$ cat config.mk
export PLATFORM = sky130hd
export DESIGN_NAME = alligator_stream
export DESIGN_NICKNAME = d
export VERILOG_FILES = /design/src/rtl/alligator_stream.sv
export SDC_FILE = /design/constraint.sdc
export NUM_CORES = 2
export LEC_CHECK = 0
export BUFFER_PORTS_ARGS = -buffer_cell sky130_fd_sc_hd__buf_2
export CORE_MARGIN = 2
export CORE_UTILIZATION = 30
export CTS_CLUSTER_DIAMETER = 80
export CTS_CLUSTER_SIZE = 16
export DETAILED_ROUTE_END_ITERATION = 8
export GPL_ROUTABILITY_DRIVEN = 1
export SLEW_MARGIN = 30
export SYNTH_ARGS = -nofsm -noshare
export SYNTH_HDL_FRONTEND = slang
export SYNTH_SLANG_ARGS = --single-unit
$ cat constraint.sdc
create_clock -name Clk -period 15.23 [get_ports Clk]
set_clock_uncertainty 0.05 [all_clocks]
set_input_delay 0.7615 -clock Clk [delete_from_list [all_inputs] [get_ports Clk]]
set_output_delay 0.7615 -clock Clk [all_outputs]
set_load 0.01 [all_outputs]
$ cat src/rtl/alligator_stream.sv
// alligator_stream
//
// Streaming Williams-Alligator trend detector. Each accepted price sample goes
// into a BLUE_LEN-deep circular history; three window sums (blue/red/green) are
// updated incrementally. Once the history is full, every new sample triggers a
// serial restoring division of each sum by its window length (blue, red, green
// in turn, one quotient bit per cycle) followed by a buy/sell/hold decision.
//
// Ports
//   Clk            rising-edge clock
//   Rst            synchronous active-high reset
//   in_valid       sample present
//   in_ready       block can accept a sample (IDLE only)
//   in_price       unsigned price sample
//   out_valid      one-cycle pulse: new result on recommendation / *_avg
//   recommendation 0 = buy, 1 = sell, 2 = hold
//   blue_avg, red_avg, green_avg  latest window averages (truncated)
//
// Build option
//   ALLIGATOR_CONFIRM_EN  when defined, a changed raw decision must be seen on
//                         two consecutive evaluations before recommendation
//                         follows it.
//
// State  | meaning
// -------+-----------------------------------------------------------
// IDLE   | waiting for a sample, in_ready = 1
// UPDATE | update window sums, write history, advance pointer/count
// DIV    | serial division of blue, red, green sums
// CMP    | result presented, out_valid = 1

module alligator_stream #(
    parameter int unsigned DATA_W    = 32,
    parameter int unsigned BLUE_LEN  = 13,
    parameter int unsigned RED_LEN   = 8,
    parameter int unsigned GREEN_LEN = 5
) (
    input  logic              Clk,
    input  logic              Rst,
    input  logic              in_valid,
    output logic              in_ready,
    input  logic [DATA_W-1:0] in_price,
    output logic              out_valid,
    output logic [1:0]        recommendation,
    output logic [DATA_W-1:0] blue_avg,
    output logic [DATA_W-1:0] red_avg,
    output logic [DATA_W-1:0] green_avg
);

    localparam int unsigned SUM_W  = DATA_W + $clog2(BLUE_LEN + 1);
    localparam int unsigned PTR_W  = $clog2(BLUE_LEN);
    localparam int unsigned PTRX_W = PTR_W + 1;
    localparam int unsigned CNT_W  = $clog2(BLUE_LEN + 1);
    // partial remainder is < 2*L before the trial subtract
    localparam int unsigned REM_W  = $clog2(BLUE_LEN + 1) + 1;
    localparam int unsigned BIT_W  = $clog2(SUM_W);

    typedef enum logic [1:0] {S_IDLE, S_UPDATE, S_DIV, S_CMP} state_t;

    state_t             state_q, state_d;
    logic [DATA_W-1:0]  buf_q [BLUE_LEN];
    logic [DATA_W-1:0]  buf_d [BLUE_LEN];
    logic [PTR_W-1:0]   wr_ptr_q, wr_ptr_d;
    logic [CNT_W-1:0]   cnt_q, cnt_d;
    logic [DATA_W-1:0]  price_q, price_d;
    logic [SUM_W-1:0]   sum_blue_q, sum_blue_d;
    logic [SUM_W-1:0]   sum_red_q, sum_red_d;
    logic [SUM_W-1:0]   sum_green_q, sum_green_d;
    logic [SUM_W-1:0]   quo_q, quo_d;
    logic [REM_W-1:0]   rem_q, rem_d;
    logic [BIT_W-1:0]   bit_q, bit_d;
    logic [1:0]         line_q, line_d;
    logic [DATA_W-1:0]  blue_avg_q, blue_avg_d;
    logic [DATA_W-1:0]  red_avg_q, red_avg_d;
    logic [DATA_W-1:0]  green_avg_q, green_avg_d;
    logic [1:0]         rec_q, rec_d;
`ifdef ALLIGATOR_CONFIRM_EN
    logic [1:0]         last_raw_q, last_raw_d;
    logic               pending_q, pending_d;
`endif

    // Index of the sample leaving a window of length len: (ptr - len) mod BLUE_LEN.
    function automatic logic [PTR_W-1:0] old_idx(input logic [PTR_W-1:0] ptr,
                                                 input int unsigned len);
        logic [PTRX_W-1:0] t;
        t = {1'b0, ptr} + PTRX_W'(BLUE_LEN - len);
        if (t >= PTRX_W'(BLUE_LEN)) begin
            t = t - PTRX_W'(BLUE_LEN);
        end
        return t[PTR_W-1:0];
    endfunction

    function automatic logic [1:0] decide(input logic [DATA_W-1:0] b,
                                          input logic [DATA_W-1:0] r,
                                          input logic [DATA_W-1:0] g);
        if (b > r && r > g) begin
            return 2'd1;
        end else if (b < r && r < g) begin
            return 2'd0;
        end
        return 2'd2;
    endfunction

    // Incremental window sums; unfilled history slots are zero, so warm-up
    // falls out naturally.
    logic [SUM_W-1:0] sum_blue_nx, sum_red_nx, sum_green_nx;
    assign sum_blue_nx  = sum_blue_q  + SUM_W'(price_q) - SUM_W'(buf_q[old_idx(wr_ptr_q, BLUE_LEN)]);
    assign sum_red_nx   = sum_red_q   + SUM_W'(price_q) - SUM_W'(buf_q[old_idx(wr_ptr_q, RED_LEN)]);
    assign sum_green_nx = sum_green_q + SUM_W'(price_q) - SUM_W'(buf_q[old_idx(wr_ptr_q, GREEN_LEN)]);

    logic [CNT_W-1:0] cnt_inc;
    assign cnt_inc = (cnt_q == CNT_W'(BLUE_LEN)) ? cnt_q : cnt_q + CNT_W'(1);

    // Restoring divider step: the dividend shifts out of quo_q MSB-first while
    // quotient bits shift in at the LSB.
    logic [REM_W-1:0] div_len, rem_sh, rem_nx;
    logic [SUM_W-1:0] quo_nx;
    logic             ge;
    logic [1:0]       raw_dec;

    assign div_len = (line_q == 2'd0) ? REM_W'(BLUE_LEN) :
                     (line_q == 2'd1) ? REM_W'(RED_LEN)  : REM_W'(GREEN_LEN);
    assign rem_sh  = {rem_q[REM_W-2:0], quo_q[SUM_W-1]};
    assign ge      = (rem_sh >= div_len);
    assign rem_nx  = ge ? (rem_sh - div_len) : rem_sh;
    assign quo_nx  = {quo_q[SUM_W-2:0], ge};
    // On the final green step quo_nx already holds the green quotient.
    assign raw_dec = decide(blue_avg_q, red_avg_q, quo_nx[DATA_W-1:0]);

    always_comb begin
        state_d     = state_q;
        buf_d       = buf_q;
        wr_ptr_d    = wr_ptr_q;
        cnt_d       = cnt_q;
        price_d     = price_q;
        sum_blue_d  = sum_blue_q;
        sum_red_d   = sum_red_q;
        sum_green_d = sum_green_q;
        quo_d       = quo_q;
        rem_d       = rem_q;
        bit_d       = bit_q;
        line_d      = line_q;
        blue_avg_d  = blue_avg_q;
        red_avg_d   = red_avg_q;
        green_avg_d = green_avg_q;
        rec_d       = rec_q;
`ifdef ALLIGATOR_CONFIRM_EN
        last_raw_d  = last_raw_q;
        pending_d   = pending_q;
`endif
        case (state_q)
            S_IDLE: begin
                if (in_valid) begin
                    price_d = in_price;
                    state_d = S_UPDATE;
                end
            end
            S_UPDATE: begin
                sum_blue_d       = sum_blue_nx;
                sum_red_d        = sum_red_nx;
                sum_green_d      = sum_green_nx;
                buf_d[wr_ptr_q]  = price_q;
                wr_ptr_d         = (wr_ptr_q == PTR_W'(BLUE_LEN - 1)) ? '0 : wr_ptr_q + PTR_W'(1);
                cnt_d            = cnt_inc;
                if (cnt_inc == CNT_W'(BLUE_LEN)) begin
                    state_d = S_DIV;
                    quo_d   = sum_blue_nx;
                    rem_d   = '0;
                    bit_d   = '0;
                    line_d  = 2'd0;
                end else begin
                    state_d = S_IDLE;
                end
            end
            S_DIV: begin
                quo_d = quo_nx;
                rem_d = rem_nx;
                bit_d = bit_q + BIT_W'(1);
                if (bit_q == BIT_W'(SUM_W - 1)) begin
                    bit_d = '0;
                    rem_d = '0;
                    case (line_q)
                        2'd0: begin
                            blue_avg_d = quo_nx[DATA_W-1:0];
                            quo_d      = sum_red_q;
                            line_d     = 2'd1;
                        end
                        2'd1: begin
                            red_avg_d = quo_nx[DATA_W-1:0];
                            quo_d     = sum_green_q;
                            line_d    = 2'd2;
                        end
                        default: begin
                            green_avg_d = quo_nx[DATA_W-1:0];
                            state_d     = S_CMP;
`ifdef ALLIGATOR_CONFIRM_EN
                            if (raw_dec != last_raw_q) begin
                                last_raw_d = raw_dec;
                                pending_d  = 1'b1;
                            end else if (pending_q) begin
                                rec_d     = raw_dec;
                                pending_d = 1'b0;
                            end
`else
                            rec_d = raw_dec;
`endif
                        end
                    endcase
                end
            end
            S_CMP: begin
                state_d = S_IDLE;
            end
            default: begin
                state_d = S_IDLE;
            end
        endcase
    end

    always_ff @(posedge Clk) begin
        if (Rst) begin
            state_q     <= S_IDLE;
            for (int i = 0; i < int'(BLUE_LEN); i++) begin
                buf_q[i] <= '0;
            end
            wr_ptr_q    <= '0;
            cnt_q       <= '0;
            price_q     <= '0;
            sum_blue_q  <= '0;
            sum_red_q   <= '0;
            sum_green_q <= '0;
            quo_q       <= '0;
            rem_q       <= '0;
            bit_q       <= '0;
            line_q      <= '0;
            blue_avg_q  <= '0;
            red_avg_q   <= '0;
            green_avg_q <= '0;
            rec_q       <= 2'd2;
`ifdef ALLIGATOR_CONFIRM_EN
            last_raw_q  <= 2'd2;
            pending_q   <= 1'b0;
`endif
        end else begin
            state_q     <= state_d;
            buf_q       <= buf_d;
            wr_ptr_q    <= wr_ptr_d;
            cnt_q       <= cnt_d;
            price_q     <= price_d;
            sum_blue_q  <= sum_blue_d;
            sum_red_q   <= sum_red_d;
            sum_green_q <= sum_green_d;
            quo_q       <= quo_d;
            rem_q       <= rem_d;
            bit_q       <= bit_d;
            line_q      <= line_d;
            blue_avg_q  <= blue_avg_d;
            red_avg_q   <= red_avg_d;
            green_avg_q <= green_avg_d;
            rec_q       <= rec_d;
`ifdef ALLIGATOR_CONFIRM_EN
            last_raw_q  <= last_raw_d;
            pending_q   <= pending_d;
`endif
        end
    end

    assign in_ready       = (state_q == S_IDLE);
    assign out_valid      = (state_q == S_CMP);
    assign recommendation = rec_q;
    assign blue_avg       = blue_avg_q;
    assign red_avg        = red_avg_q;
    assign green_avg      = green_avg_q;

endmodule

# ---- Yosys cells after proc, flatten, opt, wreduce, memory -nomap -nowiden
# Cells that the tools add are included.
dict set report classes {
  mux 44
  order_cmp 13
  eq_ne 13
  n_reduce_logical 14
  n_addsub 15
  n_bitwise 5
}
# cell count
set ops {}
lappend ops {{416-bit bitwise mux} 1}
lappend ops {{32-bit binary-select mux with 4-bit select} 3}
lappend ops {{32-bit 2-to-1 mux} 7}
lappend ops {{36-bit case mux with 2 select lines} 2}
lappend ops {{32-bit demux with 4-bit select} 1}
lappend ops {{36-bit by 32-bit adder with 36-bit output} 3}
lappend ops {{36-bit by 32-bit subtractor with 36-bit output} 3}
lappend ops {{36-bit 2-to-1 mux} 2}
lappend ops {{32-bit greater-than comparator} 2}
lappend ops {{32-bit < comparator} 2}
lappend ops {{4-bit 2-to-1 mux} 10}
lappend ops {{5-bit greater-or-equal comparator, second input constant} 4}
lappend ops {{4-bit NOT with 5-bit output} 4}
lappend ops {{2-bit 2-to-1 mux} 9}
lappend ops {{4-bit equality test, second input constant} 3}
lappend ops {{6-bit 2-to-1 mux} 2}
lappend ops {{6-bit case mux with 2 select lines} 1}
lappend ops {{3-bit AND reduction} 4}
lappend ops {{4-bit subtractor, second input constant} 3}
lappend ops {{5-bit by 4-bit greater-or-equal comparator with 1-bit output, second input constant} 2}
lappend ops {{4-bit by 1-bit adder with 4-bit output, second input constant} 2}
lappend ops {{2-bit != test, second input constant} 4}
lappend ops {{2-bit case mux with 2 select lines} 2}
lappend ops {{2-bit case mux with 4 select lines} 1}
lappend ops {{other kinds (20)} 27}
dict set report word_totals {
  in_bits 35
  ff_bits 712
  out_inout_bits 100
}

# ---- Logic depth before layout (Yosys ltp)
dict set report depth {
  depth_word 9
  depth_mapped 32
}

# ---- Least setup slack after synthesis
# Ideal clock, no wire load.
dict set report synth_path {
  kind {register -> register}
  start {register wr_ptr_q[0]}
  end {register sum_red_q[33]}
  arrival_time_ns 6.036
  stages_incl_launch_ff 30
  t_required_ns 15.110
  n_path_buf 6
  setup_ns 0.070
  slack_ns 9.073
  cell_sequence {dfxtp_1 -> buf_4 -> buf_2 -> inv_1 -> ha_1 -> nand2b_2 -> o211ai_2 -> nor2_1 -> o21a_1 -> buf_4 -> xnor2_4 -> nand2b_1 -> buf_4 -> buf_4 -> buf_2 -> o22ai_1 -> o311ai_1 -> o31ai_1 -> fa_1 -> ha_1 -> a21o_1 -> a31o_1 -> a221oi_2 -> o32ai_1 -> or3_4 -> a311o_1 -> a31oi_1 -> xnor2_1 -> nand2_1 -> a21oi_1}
}
dict set report synth_via {
  elab_chain_cells 8
  word_cells_on_any_way 9
  classes_between {add/sub (3); order compare (1); mux (4); bitwise (1)}
}
# element line_no
set synth_rtl {}
lappend synth_rtl {{start: declaration} 62} ;# logic [PTR_W-1:0] wr_ptr_q, wr_ptr_d;
lappend synth_rtl {{start signal: assignment} 246} ;# wr_ptr_q <= wr_ptr_d;
lappend synth_rtl {{4-bit by 3-bit adder with 5-bit output *} 85} ;# t = {1'b0, ptr} + PTRX_W'(BLUE_LEN - len);
lappend synth_rtl {{4-bit subtractor / 5-bit by 4-bit greater-or-equal comparator with 1-bit output (equally long branches)} {87, 86}}
lappend synth_rtl {{4-bit 2-to-1 mux *} 86} ;# if (t >= PTRX_W'(BLUE_LEN)) begin
lappend synth_rtl {{4-bit NOT with 5-bit output (not written as such) *} 107} ;# assign sum_red_nx = sum_red_q + SUM_W'(price_q) - SUM_W'(buf_q[old_idx(wr_ptr_q, RED_LEN)]);
lappend synth_rtl {{32-bit binary-select mux with 4-bit select *} 107}
lappend synth_rtl {{32-bit 2-to-1 mux (not written as such) * (2 in a row)} 107}
lappend synth_rtl {{36-bit by 32-bit subtractor with 36-bit output *} 107}
lappend synth_rtl {{end signal: assignment} 250} ;# sum_red_q <= sum_red_d;
lappend synth_rtl {{end: declaration} 66} ;# logic [SUM_W-1:0] sum_red_q, sum_red_d;
# Mark *: on every way between the ends. The rest lies on a longest branch, timed or not. The select of a mux whose other input is x is not followed.
# A chain may end at the register's enable or synchronous reset.

# ---- Final worst setup path
dict set report layout_path {
  start {register wr_ptr_q[0]}
  end {register sum_red_q[32]}
}
# Same word-level chain as after synthesis.

==> results by group <==
Floorplan
  • Die width: 390.3 µm
  • Ports: 135
  • Die area: about 0.15 mm²
  • Area of the core: 0.1480 mm²
  • Initial Util: 0.3025
  • Vert. Die Dim: 390.3 µm
  • Row count: 141

Setup path
  • Crit Path Max Fanout: 65
  • Setup Crit Path Kind: flip-flop to flip-flop
  • CP startpoint kind: flip-flop
  • CP startpoint: wr_ptr_q[0]
  • Critical Path RT: 15750 ps
  • Worst r2r src: wr_ptr_q[0]
  • CP arrival: ~9500 ps
  • CP endpoint kind: flip-flop

Worst hold path
  • Hold_sp: in_price[28]
  • Hold WC Path Type: input pin to flip-flop

Timing
  • RSZ-0062 raised after global routing: false
  • Max-slew headroom: 0.2465
  • Worst Tran Pin Value: 1130 ps
  • Setup TNS: 0 ps
  • Setup WS post-layout: roughly 6300 ps
  • Setup violators final: 0
  • Fin. max-slew vios: 0
  • Min Tclk post-route: 8928 ps
  • Tcrit/Tclk final: 0.5862
  • Peak Freq: 112.0 MHz
  • Final Hold Vio Count: 0

Final layout
  • Fill cells: 15500
  • Layout net count: 5950
  • Most common cell after layout, fill and taps aside: nand2_1
  • Non-filler instance count after layout: 7580
  • Area growth from synthesis to layout: 8.942%
  • Finished Cell Area: 0.04878 mm²
  • # diodes: 0
  • Share of layout cells above drive strength 1: 0.09292
  • Most frequent cells in the layout: nand2_1 (1633), a21oi_1 (883), dfxtp_1 (700)

Run status
  • Status: finished clean

Synth
  • Synth Flop Type: dfxtp_1
  • Ys async rst share: 0
  • Post-Syn Nets: 6121
  • Number of synthesized flops with an enable pin: 0
  • Synth area leader: dfxtp_1
  • Top post-synthesis cells by area: dfxtp_1 (32%), nand2_1 (14%), a21oi_1 (9.9%)
  • Synth cell types: 84
  • Post-synth top area share: 0.3183
  • Mapped Area: 0.04477 mm²
  • Synth warn: 0
  • Sequential element share of the synthesized area: 0.3183
  • Syn avg cell area: roughly 7.7 µm²
  • Synth Register Bits: about 700
  • Syn Inst Count: 5806

Clock tree
  • Clock transition at path regs: about 70 ps
  • Clock Latency Late Sink: roughly 680 ps
  • H-tree lvl count: 2
  • CTS max path bufs: 3
  • Post-CTS Hold Fix Bufs: 0
  • Root buf cell: clkbuf_16
  • CTS tree: built
  • Postcts setup bufs: 0
  • Num CTS Buffers: 54
  • Num Clock Sinks: ~710
  • Post-CTS Resized: 0

Power and ir drop
  • Sequential power share: 0.350
  • Sw Pwr: roughly 0.0022 W
  • Final total power: 0.005867 W
  • Internal: 0.003631 W
  • Combinational fraction of design power: 0.398
  • Sw Share: 0.3811
  • Clk pwr share: 0.251
  • P_leak: 16.47 nW
  • Max VDD drop: roughly 0.085 mV
  • P per Cell Area: 120.3 mW/mm²

Detailed routing
  • Routed via count: 43990
  • Wire length per cell: approximately 22 µm
  • Vias per cell: 5.803
  • Drt drc: 0
  • Post-route ant nets: 0
  • Drt total wl: 169900 µm
  • DRT Pass-1 Iters: 6
  • Starting DRT DRC Count: 4925

Placement
  • Post-place setup slack: roughly 6200 ps
  • Post-place instance area: 0.04709 mm²
  • Routability Congestion: 0.8911
  • Port buffer count: ~130
  • Post-detail-place hpwl: 105200 µm
  • Cell count after placement: 7500

GRT
  • Pin count of the biggest net entering global routing: 177
  • First-pass GRT wire length: 256400 µm
  • Initial antenna violation count: 3
  • GRT overflow: 0
  • Total GRT Usage: 0.2156
  • Vias in the first global route: between 40000 and 50000

Flow run
  • Max-Cap Viols: 0
## cell type report
class                           count  area (µm²)  area share
Sequential cell                   712       14270      0.2925
Inverter                          153       574.3     0.01177
Clock inverter                     12       215.2    0.004412
Tap cell                         1930        2415     0.04951
Timing Repair Buffer              243        1513     0.03101
Clock buffer                       59        1401     0.02873
Multi-Input combinational cell   4471       28390      0.5820
## cell usage after synthesis (46+ instances only)
cell type,number
nor2_1,203
fa_1,96
a21oi_1,883
a311oi_1,46
xnor2_1,69
ha_1,184
nand3_1,48
and2_1,96
inv_1,152
a211oi_1,116
clkbuf_1,398
a221oi_1,66
nand2_1,1634
o22ai_1,174
buf_2,53
o21ai_0,81
a21o_1,78
dfxtp_1,712
a31oi_1,77
mux4_2,128
## registers in the layout, summed over array words and instances, names as in the netlist, named ones only
name,flops
wr_ptr_q,4
blue_avg,32
red_avg,32
cnt_q,4
buf_q,416
bit_q,6
quo_q,36
line_q,2
green_avg,32
sum_red_q,36
recommendation,2
sum_blue_q,36
state_q,1
price_q,32
rem_q,4
sum_green_q,36
## power by group through the flow
stage | combinational (W) | sequential [W] | clock, W
CTS | 0.00230 | 0.00205 | 0.00150
global route | 0.00258 | 0.00207 | 0.00156
finish | 0.00234 | 0.00206 | 0.00147
floorplan | 0.00180 | 0.00205 | 0
detailed placement | 0.00229 | 0.00210 | 0
global placement | 0.00227 | 0.00210 | 0
## metrics by stage
step,util,hold slack [ps]
5_1_grt,0.3295,271.2
6_report,0.3295,283.5
3_3_place_gp,0.3180,392.6
2_1_floorplan,-,386.3
3_5_place_dp,0.3182,393.7
4_1_cts,0.3291,258.9
## metal layers
metal,global-route usage,vias to the layer above,part of all wire
li1,-,20080,-
met1,0.2903,21090,0.41
met2,0.3376,2339,0.44
met3,0.04514,470,0.10
met4,0.08220,4,0.042
met5,0,-,0.00016
## worst max-delay path, stage by stage (launching register included)
cell	delay, ps
dfxtp_2	690
inv_1	260
ha_1	650
nand2b_2	240
o211ai_2	120
o21ai_1	280
o21a_1	170
buf_4	530
xnor2_4	260
or2_2	180
buf_4	800
nor2_2	20
buf_4	340
and2_1	240
o31ai_1	510
fa_1	530
ha_1	380
a21o_1	220
a2111o_1	430
a21oi_1	120
o211ai_1	220
a221oi_1	530
o21ai_1	290
a211oi_1	340
xnor2_1	160
nand2_1	70
a21oi_1	160
## path summary, 6_finish.rpt
path / end / slack [ps] / depth (start not counted)
hold / removal: price_q[28] / 280 / 3
setup reg to reg: sum_red_q[32] / 6300 / 26
hold reg to reg: green_avg[9] / 400 / 2
setup / recovery: sum_red_q[32] / 6300 / 26
## cells by family after synthesis
group / Yosys count / synth area share
adder cells (fa/ha/maj): 280 / 0.09434
XOR/XNOR: 97 / 0.01939
multiplexers: 172 / 0.07425
AND/OR/NAND/NOR: 2175 / 0.1997
flip-flops: 712 / 0.3183
buffers and inverters: 623 / 0.05430
AO/OA/AOI/OAI: 1747 / 0.2397
(Power assumes the default switching activity.)
